==> config.mk <==
export PLATFORM = sky130hd
export DESIGN_NAME = conv_sequencer
export DESIGN_NICKNAME = d
export VERILOG_FILES = /design/src/rtl/conv_seq_pkg.sv /design/src/rtl/phase_timer.sv /design/src/rtl/conv_sequencer.sv
export SDC_FILE = /design/constraint.sdc
export NUM_CORES = 1
export LEC_CHECK = 0
export CORE_UTILIZATION = 45
export DETAILED_ROUTE_END_ITERATION = 6
export PLACE_DENSITY = 0.71
export SLEW_MARGIN = 40
export SYNTH_ARGS = -nofsm -noshare
export SYNTH_HDL_FRONTEND = slang
export SYNTH_SLANG_ARGS = --single-unit
==> constraint.sdc <==
create_clock -name clk_10MHz -period 5.85 [get_ports clk_10MHz]
set_clock_uncertainty 0.15 [all_clocks]
set_input_delay 1.17 -clock clk_10MHz [delete_from_list [all_inputs] [get_ports clk_10MHz]]
set_output_delay 1.17 -clock clk_10MHz [all_outputs]
set_load 0.02 [all_outputs]
==> src/rtl/conv_seq_pkg.sv <==
//----------------------------------------------------------------------------
// conv_seq_pkg : shared types and helpers for the conversion sequencer
// Revision 1.0
//----------------------------------------------------------------------------
`timescale 1ns/1ps
`default_nettype none

package conv_seq_pkg;

  typedef enum logic [1:0] {
    IDLE   = 2'd0,
    SETTLE = 2'd1,
    ACTIVE = 2'd2,
    DONE   = 2'd3
  } seq_state_e;

  localparam int ADC_SLOT = 0;

  function automatic int slot_idx_w(input int num_slots);
    return (num_slots > 1) ? $clog2(num_slots) : 1;
  endfunction

endpackage

`default_nettype wire

==> src/rtl/phase_timer.sv <==
//----------------------------------------------------------------------------
// phase_timer : loadable down-counter, expire flags the last phase cycle
// Revision 1.0
//----------------------------------------------------------------------------
`timescale 1ns/1ps
`default_nettype none

module phase_timer #(
  parameter int W = 8
) (
  input  logic         clk,
  input  logic         rst,
  input  logic         load,
  input  logic [W-1:0] value,
  output logic         expire
);

  logic [W-1:0] count_q;
  logic [W-1:0] count_d;

  always_comb begin
    count_d = count_q;
    if (load) begin
      count_d = value;
    end else if (count_q != '0) begin
      count_d = count_q - W'(1);
    end
  end

  always_ff @(posedge clk) begin
    if (rst) begin
      count_q <= '0;
    end else begin
      count_q <= count_d;
    end
  end

  // A phase loaded with N reports expiry during its Nth cycle
  assign expire = (count_q == W'(1));

endmodule

`default_nettype wire

==> src/rtl/conv_sequencer.sv <==
//----------------------------------------------------------------------------
// conv_sequencer : ADC slot then NUM_DAC DAC slots, each settle + active
// Revision 1.0
//----------------------------------------------------------------------------
`timescale 1ns/1ps
`default_nettype none

module conv_sequencer
  import conv_seq_pkg::*;
#(
  parameter int NUM_DAC    = 2,
  parameter int MUX_W      = 19,
  parameter int DWELL_W    = 8,
  parameter int SETTLE_CYC = 2
) (
  input  logic                           clk_10MHz,
  input  logic                           reset,
  input  logic                           locked,
  input  logic                           start,
  input  logic                           continuous,
  input  logic                           stop,
  input  logic [DWELL_W-1:0]             dwell,
  input  logic [(NUM_DAC+1)*MUX_W-1:0]   mux_cfg,
  output logic                           adc_control,
  output logic [NUM_DAC-1:0]             dac_control,
  output logic [MUX_W-1:0]               mux_signals,
  output logic                           busy,
  output logic                           done,
  output logic                           abort_err
);

  localparam int NUM_SLOTS = NUM_DAC + 1;
  localparam int SLOT_W    = slot_idx_w(NUM_SLOTS);
  localparam int SETTLE_W  = $clog2(SETTLE_CYC + 1);
  localparam int TIMER_W   = (DWELL_W > SETTLE_W) ? DWELL_W : SETTLE_W;
  localparam logic [SLOT_W-1:0] LAST_SLOT = SLOT_W'(NUM_SLOTS - 1);

  seq_state_e                     state_q, state_d;
  logic [SLOT_W-1:0]              slot_q, slot_d;
  logic                           cont_q, cont_d;
  logic [DWELL_W-1:0]             dwell_q, dwell_d;
  logic [NUM_SLOTS*MUX_W-1:0]     cfg_q, cfg_d;
  logic                           stop_pending_q, stop_pending_d;
  logic [NUM_SLOTS-1:0]           strobe_q, strobe_d;
  logic [MUX_W-1:0]               mux_q, mux_d;
  logic                           busy_q, busy_d;
  logic                           done_q, done_d;
  logic                           abort_q, abort_d;

  logic                           tmr_load;
  logic [TIMER_W-1:0]             tmr_value;
  logic                           tmr_expire;
  logic [DWELL_W-1:0]             dwell_eff;
  logic [SLOT_W-1:0]              slot_nxt;

  assign dwell_eff = (dwell_q == '0) ? DWELL_W'(1) : dwell_q;
  assign slot_nxt  = slot_q + SLOT_W'(1);

  phase_timer #(.W(TIMER_W)) u_phase_timer (
    .clk    (clk_10MHz),
    .rst    (reset),
    .load   (tmr_load),
    .value  (tmr_value),
    .expire (tmr_expire)
  );

  always_comb begin
    state_d        = state_q;
    slot_d         = slot_q;
    cont_d         = cont_q;
    dwell_d        = dwell_q;
    cfg_d          = cfg_q;
    stop_pending_d = stop_pending_q;
    abort_d        = abort_q;
    strobe_d       = '0;
    mux_d          = '0;
    busy_d         = 1'b0;
    done_d         = 1'b0;
    tmr_load       = 1'b0;
    tmr_value      = '0;

    case (state_q)
      IDLE: begin
        stop_pending_d = 1'b0;
        if (start && locked) begin
          cont_d    = continuous;
          dwell_d   = dwell;
          cfg_d     = mux_cfg;
          abort_d   = 1'b0;
          state_d   = SETTLE;
          slot_d    = SLOT_W'(ADC_SLOT);
          busy_d    = 1'b1;
          mux_d     = mux_cfg[ADC_SLOT*MUX_W +: MUX_W];
          tmr_load  = 1'b1;
          tmr_value = TIMER_W'(SETTLE_CYC);
        end
      end

      SETTLE, ACTIVE: begin
        if (!locked) begin
          state_d        = IDLE;
          abort_d        = 1'b1;
          stop_pending_d = 1'b0;
        end else begin
          stop_pending_d = stop_pending_q | stop;
          busy_d         = 1'b1;
          mux_d          = cfg_q[int'(slot_q)*MUX_W +: MUX_W];
          if (state_q == SETTLE) begin
            if (tmr_expire) begin
              state_d   = ACTIVE;
              strobe_d  = NUM_SLOTS'(1) << slot_q;
              tmr_load  = 1'b1;
              tmr_value = TIMER_W'(dwell_eff);
            end
          end else if (!tmr_expire) begin
            strobe_d = NUM_SLOTS'(1) << slot_q;
          end else if (slot_q != LAST_SLOT) begin
            state_d   = SETTLE;
            slot_d    = slot_nxt;
            mux_d     = cfg_q[int'(slot_nxt)*MUX_W +: MUX_W];
            tmr_load  = 1'b1;
            tmr_value = TIMER_W'(SETTLE_CYC);
          end else if (cont_q && !stop_pending_q) begin
            // Continuous mode wraps straight back to the ADC slot
            state_d   = SETTLE;
            slot_d    = SLOT_W'(ADC_SLOT);
            mux_d     = cfg_q[ADC_SLOT*MUX_W +: MUX_W];
            tmr_load  = 1'b1;
            tmr_value = TIMER_W'(SETTLE_CYC);
          end else begin
            state_d = DONE;
            busy_d  = 1'b0;
            mux_d   = '0;
            done_d  = 1'b1;
          end
        end
      end

      DONE: begin
        state_d        = IDLE;
        stop_pending_d = 1'b0;
      end

      default: begin
        state_d = IDLE;
      end
    endcase
  end

  always_ff @(posedge clk_10MHz) begin
    if (reset) begin
      state_q        <= IDLE;
      slot_q         <= '0;
      cont_q         <= 1'b0;
      dwell_q        <= '0;
      cfg_q          <= '0;
      stop_pending_q <= 1'b0;
      strobe_q       <= '0;
      mux_q          <= '0;
      busy_q         <= 1'b0;
      done_q         <= 1'b0;
      abort_q        <= 1'b0;
    end else begin
      state_q        <= state_d;
      slot_q         <= slot_d;
      cont_q         <= cont_d;
      dwell_q        <= dwell_d;
      cfg_q          <= cfg_d;
      stop_pending_q <= stop_pending_d;
      strobe_q       <= strobe_d;
      mux_q          <= mux_d;
      busy_q         <= busy_d;
      done_q         <= done_d;
      abort_q        <= abort_d;
    end
  end

  assign adc_control = strobe_q[ADC_SLOT];
  assign dac_control = strobe_q[NUM_SLOTS-1:1];
  assign mux_signals = mux_q;
  assign busy        = busy_q;
  assign done        = done_q;
  assign abort_err   = abort_q;

endmodule

`default_nettype wire

==> results.md, run 1 <==
* Minimum clock period at between 3000 and 4000 ps
* Maximum fanout count along the critical path at 71
* Mux share of post-synthesis cell area at 0.0861
* Max Buffers Root-to-Sink at 2
* Vertical extent of the die at roughly 110 um
* FF-to-FF End: mux_signals[2]
* Number of enable-type register cells in the synthesized netlist at 0
* DRC marker count from the first detailed-route iteration at approximately 350
* Count of pins on the block boundary at 96
* Share of async-settable or async-resettable flops after synthesis at 0
* Status: complete, no violations
* Largest area contributor in the synthesized netlist: sky130_fd_sc_hd__dfxtp_1
* Clock sinks at 104
* Total buffers and inverters traversed by the critical path at 3
* Post-synthesis share of cell area spent on xor and xnor gates at 0.00505
* Worst hold margin at 317 ps
* Cell-by-cell trace of the critical path: clkdlybuf4s50_1 > nand3_2 > buf_4 > nor3_2 > buf_4 > a32o_1
* Number of hold buffers added after CTS at 0
* Synth top area cells: sky130_fd_sc_hd__dfxtp_1 (40%), sky130_fd_sc_hd__nand2_1 (12%), sky130_fd_sc_hd__a21oi_1 (11%)
* Fraction of final layout cells sized beyond drive strength 1 at 0.0873
* Adder and majority cell fraction of the synthesized area at 0.0288
* Maximum number of pins on one net before global-route repair at just over 70
* Drt total wl at between 10000 and 15000 um
* Reg2reg setup slack at between 2000 and 3000 ps
* Sum of net half-perimeters after detailed placement at 9170 um
* Wire length per cell after detailed routing at approximately 16 um
* Final Hold Vio Count at 0
* Initial DRT Pass Iterations at 5
* Net Count, Synth at 726
* Number of buffers inserted during clock tree synthesis at 9
* Crit path kind: input pin to register
* Number of cells on the worst reg-to-reg path at 8
* Dominant register cell in the synthesized netlist: sky130_fd_sc_hd__dfxtp_1
* Share of the synthesized area in compound gates (AO/OA/AOI/OAI) at 0.219
* Post-CTS Resized at 0
* Area grow syn2layout at 25.4%
* Via count of the first global-routing pass at about 4500
* Root Buffer Master: sky130_fd_sc_hd__clkbuf_16
* Area fraction in and, or, nand and nor cells after synthesis at 0.214
* Total number of vias at approximately 4900
* Critical path's top delay family: buffers and inverters
* Post-synthesis sequential element count at roughly 100
* Final number of setup-violating endpoints at 0
* Leftover overflow at the end of global routing at 0
* Top cell types by occurrence after synthesis: sky130_fd_sc_hd__nand2_1 (160), sky130_fd_sc_hd__a21oi_1 (114), sky130_fd_sc_hd__dfxtp_1 (104), sky130_fd_sc_hd__clkbuf_1 (33), sky130_fd_sc_hd__nor3b_1 (21)
* Clock tree from TritonCTS: done
* Largest family of logic cells by synthesized area: compound AO/OA/AOI/OAI gates
* Per-cell via count in the routed design at 5.71
* Most frequent cell on the critical path: sky130_fd_sc_hd__buf_4
* Post-synth top area share at 0.400
* Global-route wire length before repair at between 20000 and 25000 um
* Net count, final at 790
* Initial antenna violation count at 0
* Post-synth cell types at 46
* Gate count of the mapped netlist at 643
* Worst vdd ir at approximately 260 uV
* Setup TNS after final layout at 0 ps
* Hold Crit Start: cfg_q[28]
* Maximum Capacitance Violations at 0
* Endpoint required time on the critical path at between 5000 and 6000 ps
* Overall die width at ~110 um
* Number of pins with negative max-slew slack in the final report at 0
* Slew Limit Headroom at 0.486
* Maximum frequency from static timing analysis at 312 MHz
* Part of the cycle the worst path needs at 0.548
* Power Dens Cells at ~310 nW/um^2
* Worst Hold Path EP: cfg_q[28]
* Per-instance average area after synthesis at roughly 8.1 um^2
* Startpoint of the worst-slack reg-to-reg timing path: slot_q[0]
* Post-layout worst setup margin at 2640 ps
* Area of the core at 11000 um^2
* Critical Path Max Stage Delay at between 600 and 700 ps
* Setup slack after placement at between 2000 and 2500 ps
* Instance count along the most critical hold path at 2
* Global-route usage over all layers at 0.240
* Number of warning messages in the yosys log at 0
* Number of buffers added on ports at between 90 and 100
* Buffers inserted by post-CTS timing repair at 0
* Data arrival time of the worst path at approximately 3300 ps
* Post-synthesis sequential area ratio at 0.400
* Starting Density at 0.472
* Clock transition at path regs at approximately 70 ps
* Unrepaired setup endpoints after global routing: false
* Total Die Area at roughly 12000 um^2
* Synthesized cell area at around 5200 um^2
* Clock network latency to the later pin of the worst-skew pair at between 300 and 400 ps
* Diodes inserted at 0
* Worst-margin pin slew at about 770 ps
* Worst hold path class: register to register
* Gpl congestion at 0.841
* Most used standard cell by instance count after synthesis: sky130_fd_sc_hd__nand2_1
* Total leakage power at 2.23 nW
* Slowest CP cell: sky130_fd_sc_hd__clkdlybuf4s50_1
* H-tree level count at 3
* Post-DRT Antenna Nets at 0
* Kind of capture point of the worst setup path: register
* Residual DRC at 0
* Placement row count at 38
* Startpoint kind of the worst setup timing path: input pin
==> metrics by stage <==
| step | cells | area (um^2) | utilization | total power [mW] |
|---|---|---|---|---|
| 6_report | 850 | 6530 | 0.592 | 2.05 |
| 5_1_grt | 850 | 6530 | 0.592 | 2.16 |
| 4_1_cts | 850 | 6530 | 0.592 | 2.06 |
| 3_5_place_dp | 836 | 6190 | 0.561 | 1.39 |
| 3_3_place_gp | 836 | 6180 | 0.560 | 1.37 |
| 2_1_floorplan | 643 | 5200 | - | 1.23 |
==> worst min-delay path: cells and delay by family, from the launching register on <==
family / cells / cell delay [ps]
DFF: 1 / 320
and+or+nand+nor: 1 / 50
AOI/OAI and AO/OA: 1 / 50
==> logic make-up after synthesis <==
| family | Yosys count |
|---|---|
| adder cells (fa/ha/maj) | 12 |
| flip-flops | 104 |
| AO/OA/AOI/OAI | 189 |
| XOR/XNOR | 3 |
| multiplexers | 42 |
| AND/OR/NAND/NOR | 234 |
| buffers and inverters | 59 |
==> final cells by class <==
cell class              count  area, um^2
repair buffers            103        1010
well taps                 140         175
clock buffers               9         225
flip-flops and latches    104        2080
clock inverters             5         106
fillers                   975        4510
inverters                   9        33.8
multi-input cells         480        2890
==> registers in the layout, indices dropped and copies added, names as in the netlist <==
name / flops
cfg_q: 57
mux_signals: 19
dwell_q: 8
u_phase_timer.count_q: 8
strobe_q: 3
slot_q: 2
state_q: 2
abort_err: 1
busy: 1
cont_q: 1
done: 1
stop_pending_q: 1
==> cells in the final DEF (no fill, tap or decap), drive strengths merged, types with 3 or more instances in the layout <==
cell	netlist	final
o21ai	22	22
a32o	19	19
nand3	11	11
a21oi	114	114
o211ai	20	20
mux2i	20	20
and2	4	4
nor3b	21	21
buf	17	9
nand2	161	161
nand2b	4	4
clkbuf	33	9
nor3	9	9
dfxtp	104	104
a211oi	5	5
clkdlybuf4s50	0	94
inv	9	10
bufinv	0	3
nor2	12	12
nor4	3	3
ha	12	12
mux2	22	22
==> power by group <==
part           internal, mW  switching [mW]
Clock                 0.415           0.259
Combinational         0.251           0.302
Sequential            0.769          0.0553
Total                  1.44           0.616
==> per-layer routing <==
metal  routed length, um  GRT usage
met1                6170      0.324
met2                6870      0.395
met3                 678     0.0332
met4                 214     0.0781
met5                   0          0
==> worst max path at each step <==
| stage | slack [ps] | endpoint | cells past startpoint | startpoint |
|---|---|---|---|---|
| floorplan | 3040 | mux_signals[12] | 10 | slot_q[0] |
| global placement | 2380 | mux_signals[2] | 6 | slot_q[1] |
| detailed placement | 2300 | mux_signals[18] | 6 | locked |
| CTS | 2640 | mux_signals[18] | 6 | locked |
| global route | 2480 | mux_signals[16] | 6 | locked |
| finish | 2640 | mux_signals[18] | 6 | locked |
Note: power is estimated with default switching activity, not from simulation.
==> inputs of run 2 (changes only) <==
==> constraint.sdc (replaced) <==
create_clock -name clk_10MHz -period 3.2 [get_ports clk_10MHz]
set_clock_uncertainty 0.15 [all_clocks]
set_input_delay 0.64 -clock clk_10MHz [delete_from_list [all_inputs] [get_ports clk_10MHz]]
set_output_delay 0.64 -clock clk_10MHz [all_outputs]
set_load 0.02 [all_outputs]
==> results.md, run 2 (same netlist as run 1, synthesis figures left out) <==
* Buffers inserted by post-CTS timing repair at 0 (unchanged)
* Clock power frac at 0.323 (-0.006)
* Area of the core at 11000 um^2 (unchanged)
* Biggest register: cfg_q
* Origin of the worst setup path: locked
* Max Buffers Root-to-Sink at 2 (unchanged)
* Wire length per cell after detailed routing at 16.5 um (+0.39%)
* Met3 wire length at 719 um (+6.0%)
* Fraction of power consumed by sequential logic at 0.400 (-0.002)
* Maximum frequency from static timing analysis at 418 MHz
* Setup slack after placement at 482 ps (-1820 ps)
* Worst vdd ir at 328 uV (+25%)
* Clock network latency to the later pin of the worst-skew pair at 340 ps (about the same)
* Area grow syn2layout at 26.5%
* Minimum clock period at between 2000 and 2500 ps
* Gpl congestion at 0.815 (-3.1%)
* Global-route wire length before repair at 23300 um (+3.5%)
* Endpoint required time on the critical path at 3260 ps (-2720 ps)
* Maximum number of pins on one net before global-route repair at 62 (-14%)
* Crit path kind: input pin to register
* Commonest cells after routing, fill and taps aside: sky130_fd_sc_hd__nand2_1 (160), sky130_fd_sc_hd__a21oi_1 (114), sky130_fd_sc_hd__dfxtp_1 (103), sky130_fd_sc_hd__clkdlybuf4s50_1 (94), sky130_fd_sc_hd__nor3b_1 (21)
* Post-CTS Resized at 0 (unchanged)
* Starting Density at 0.472 (unchanged)
* Post-DRT Antenna Nets at 0 (unchanged)
* Total net switching power at 1.16 mW (+88%)
* Total leakage power at 2.28 nW (+2.2%)
* Clock sinks at 104 (unchanged)
* Number of flip-flops in the largest register at 57 (unchanged)
* Worst hold margin at 319 ps (+2.13 ps)
* Reg2reg setup slack at 880 ps (-1890 ps)
* Fin cells at 860 (+1.2%)
* Final Hold Vio Count at 0 (unchanged)
* Total number of vias at 4920 (+1.3%)
* Unrepaired setup endpoints after global routing: false
* Initial antenna violation count at 0 (unchanged)
* Via count of the first global-routing pass at 4733 (+4.4%)
* Placement row count at 38 (unchanged)
* Post-placement cell area at 6240 um^2 (+0.83%)
* Diodes inserted at 0 (unchanged)
* Post-layout worst setup margin at 808 ps (-1830 ps)
* Residual DRC at 0 (unchanged)
* Instance count along the most critical hold path at 2 (unchanged)
* Number of buffers added on ports at 95 (unchanged)
* Initial DRT Pass Iterations at 6 (+1)
* Startpoint of the worst-slack reg-to-reg timing path: state_q[1]
* Drt total wl at 14200 um (+1.6%)
* Number of pins with negative max-slew slack in the final report at 0 (unchanged)
* Top layer reached by signal wires: met4
* Overall die width at 110 um (unchanged)
* Root Buffer Master: sky130_fd_sc_hd__clkbuf_16
* Startpoint kind of the worst setup timing path: input pin
* Cell count after placement at 844 (+0.96%)
* Routed met1 length at 6280 um (+1.7%)
* Maximum fanout count along the critical path at 9 (-87%)
* Clock tree from TritonCTS: done
* Power Dens Cells at 572 nW/um^2 (+82%)
* Hold Crit Start: cfg_q[26]
* Clock transition at path regs at 70 ps (about the same)
* Global-route usage over all layers at 0.249 (+0.00904)
* Leftover overflow at the end of global routing at 0 (unchanged)
* Vertical extent of the die at 110 um (unchanged)
* Net count, final at 798 (+1.0%)
* Number of hold buffers added after CTS at 0 (unchanged)
* Fraction of final layout cells sized beyond drive strength 1 at 0.0972 (+0.00990)
* Final number of setup-violating endpoints at 0 (unchanged)
* Kind of capture point of the worst setup path: register
* Per-cell via count in the routed design at 5.72 (+0.12%)
* Routed met2 length at 6870 um (about the same)
* Status: complete, no violations
* Slew Limit Headroom at 0.501 (+0.0157)
* Worst hold path class: register to register
* Worst-margin pin slew at 748 ps (-23.6 ps)
* Most common cell after layout, fill and taps aside: sky130_fd_sc_hd__nand2_1
* Switching power share of the total at 0.307 (+0.00659)
* DRC marker count from the first detailed-route iteration at 391 (+12%)
* Logic pwr share at 0.277 (+0.007)
* Count of pins on the block boundary at 96 (unchanged)
* Maximum Capacitance Violations at 0 (unchanged)
* Data arrival time of the worst path at 2450 ps (-890 ps)
* Total Die Area at 12000 um^2 (unchanged)
* Sum of net half-perimeters after detailed placement at 9620 um (+5.0%)
* Part of the cycle the worst path needs at 0.747
* Final std cell area, no fill at 6580 um^2 (+0.90%)
* Final design utilization at 0.597 (+0.00533)
* Number of buffers inserted during clock tree synthesis at 9 (unchanged)
* Post-layout power at 3.77 mW (+84%)
* H-tree level count at 3 (unchanged)
* Setup TNS after final layout at 0 ps (unchanged)
* Cell-internal power at 2.61 mW (+82%)
* Number of cells on the worst reg-to-reg path at 8 (unchanged)
run 2: cell count changes in the layout (fill, tap and decap cells not counted), sizes merged:
cell,previous run,this run
buf,9,17
inv,10,11
clkinvlp,1,0
clkinv,0,1
clkbuf,9,11
bufinv,3,2
run 2: path summary, 6_finish.rpt:
check                                                end
worst min register to register                 cfg_q[26]
worst min-delay path                           cfg_q[26]
worst max register to register            mux_signals[2]
worst max-delay path            u_phase_timer.count_q[1]
run 2: power by group through the flow:
| stage | Sequential (mW) | Clock (mW) | Combinational (mW) |
|---|---|---|---|
| global placement | 1.53 | 0 | 0.985 |
| detailed placement | 1.53 | 0 | 1.03 |
| global route | 1.52 | 1.31 | 1.16 |
| CTS | 1.50 | 1.25 | 1.04 |
| floorplan | 1.53 | 0 | 0.708 |
| finish | 1.51 | 1.22 | 1.04 |
run 2: layout make-up:
type | instances | area (um^2)
Inverter | 9 | 33.8
Sequential cell | 104 | 2080
Timing Repair Buffer | 111 | 1070
Clock buffer | 11 | 253
Fill cell | 1005 | 4450
Tap cell | 140 | 175
Clock inverter | 5 | 86.3
Multi-Input combinational cell | 480 | 2890
run 2: metal layers:
layer  global-route usage  vias up
met5                    0        -
met4               0.0952        0
met2                0.410      173
met3               0.0338       24
li1                     -     2406
met1                0.331     2317
run 2: worst max-delay path: stages:
cell and delay, ps:
sky130_fd_sc_hd__clkdlybuf4s50_1 670, sky130_fd_sc_hd__nand2_2 180, sky130_fd_sc_hd__a311o_1 370, sky130_fd_sc_hd__o22a_1 330
sky130_fd_sc_hd__nor4_4 200, sky130_fd_sc_hd__a211oi_2 70
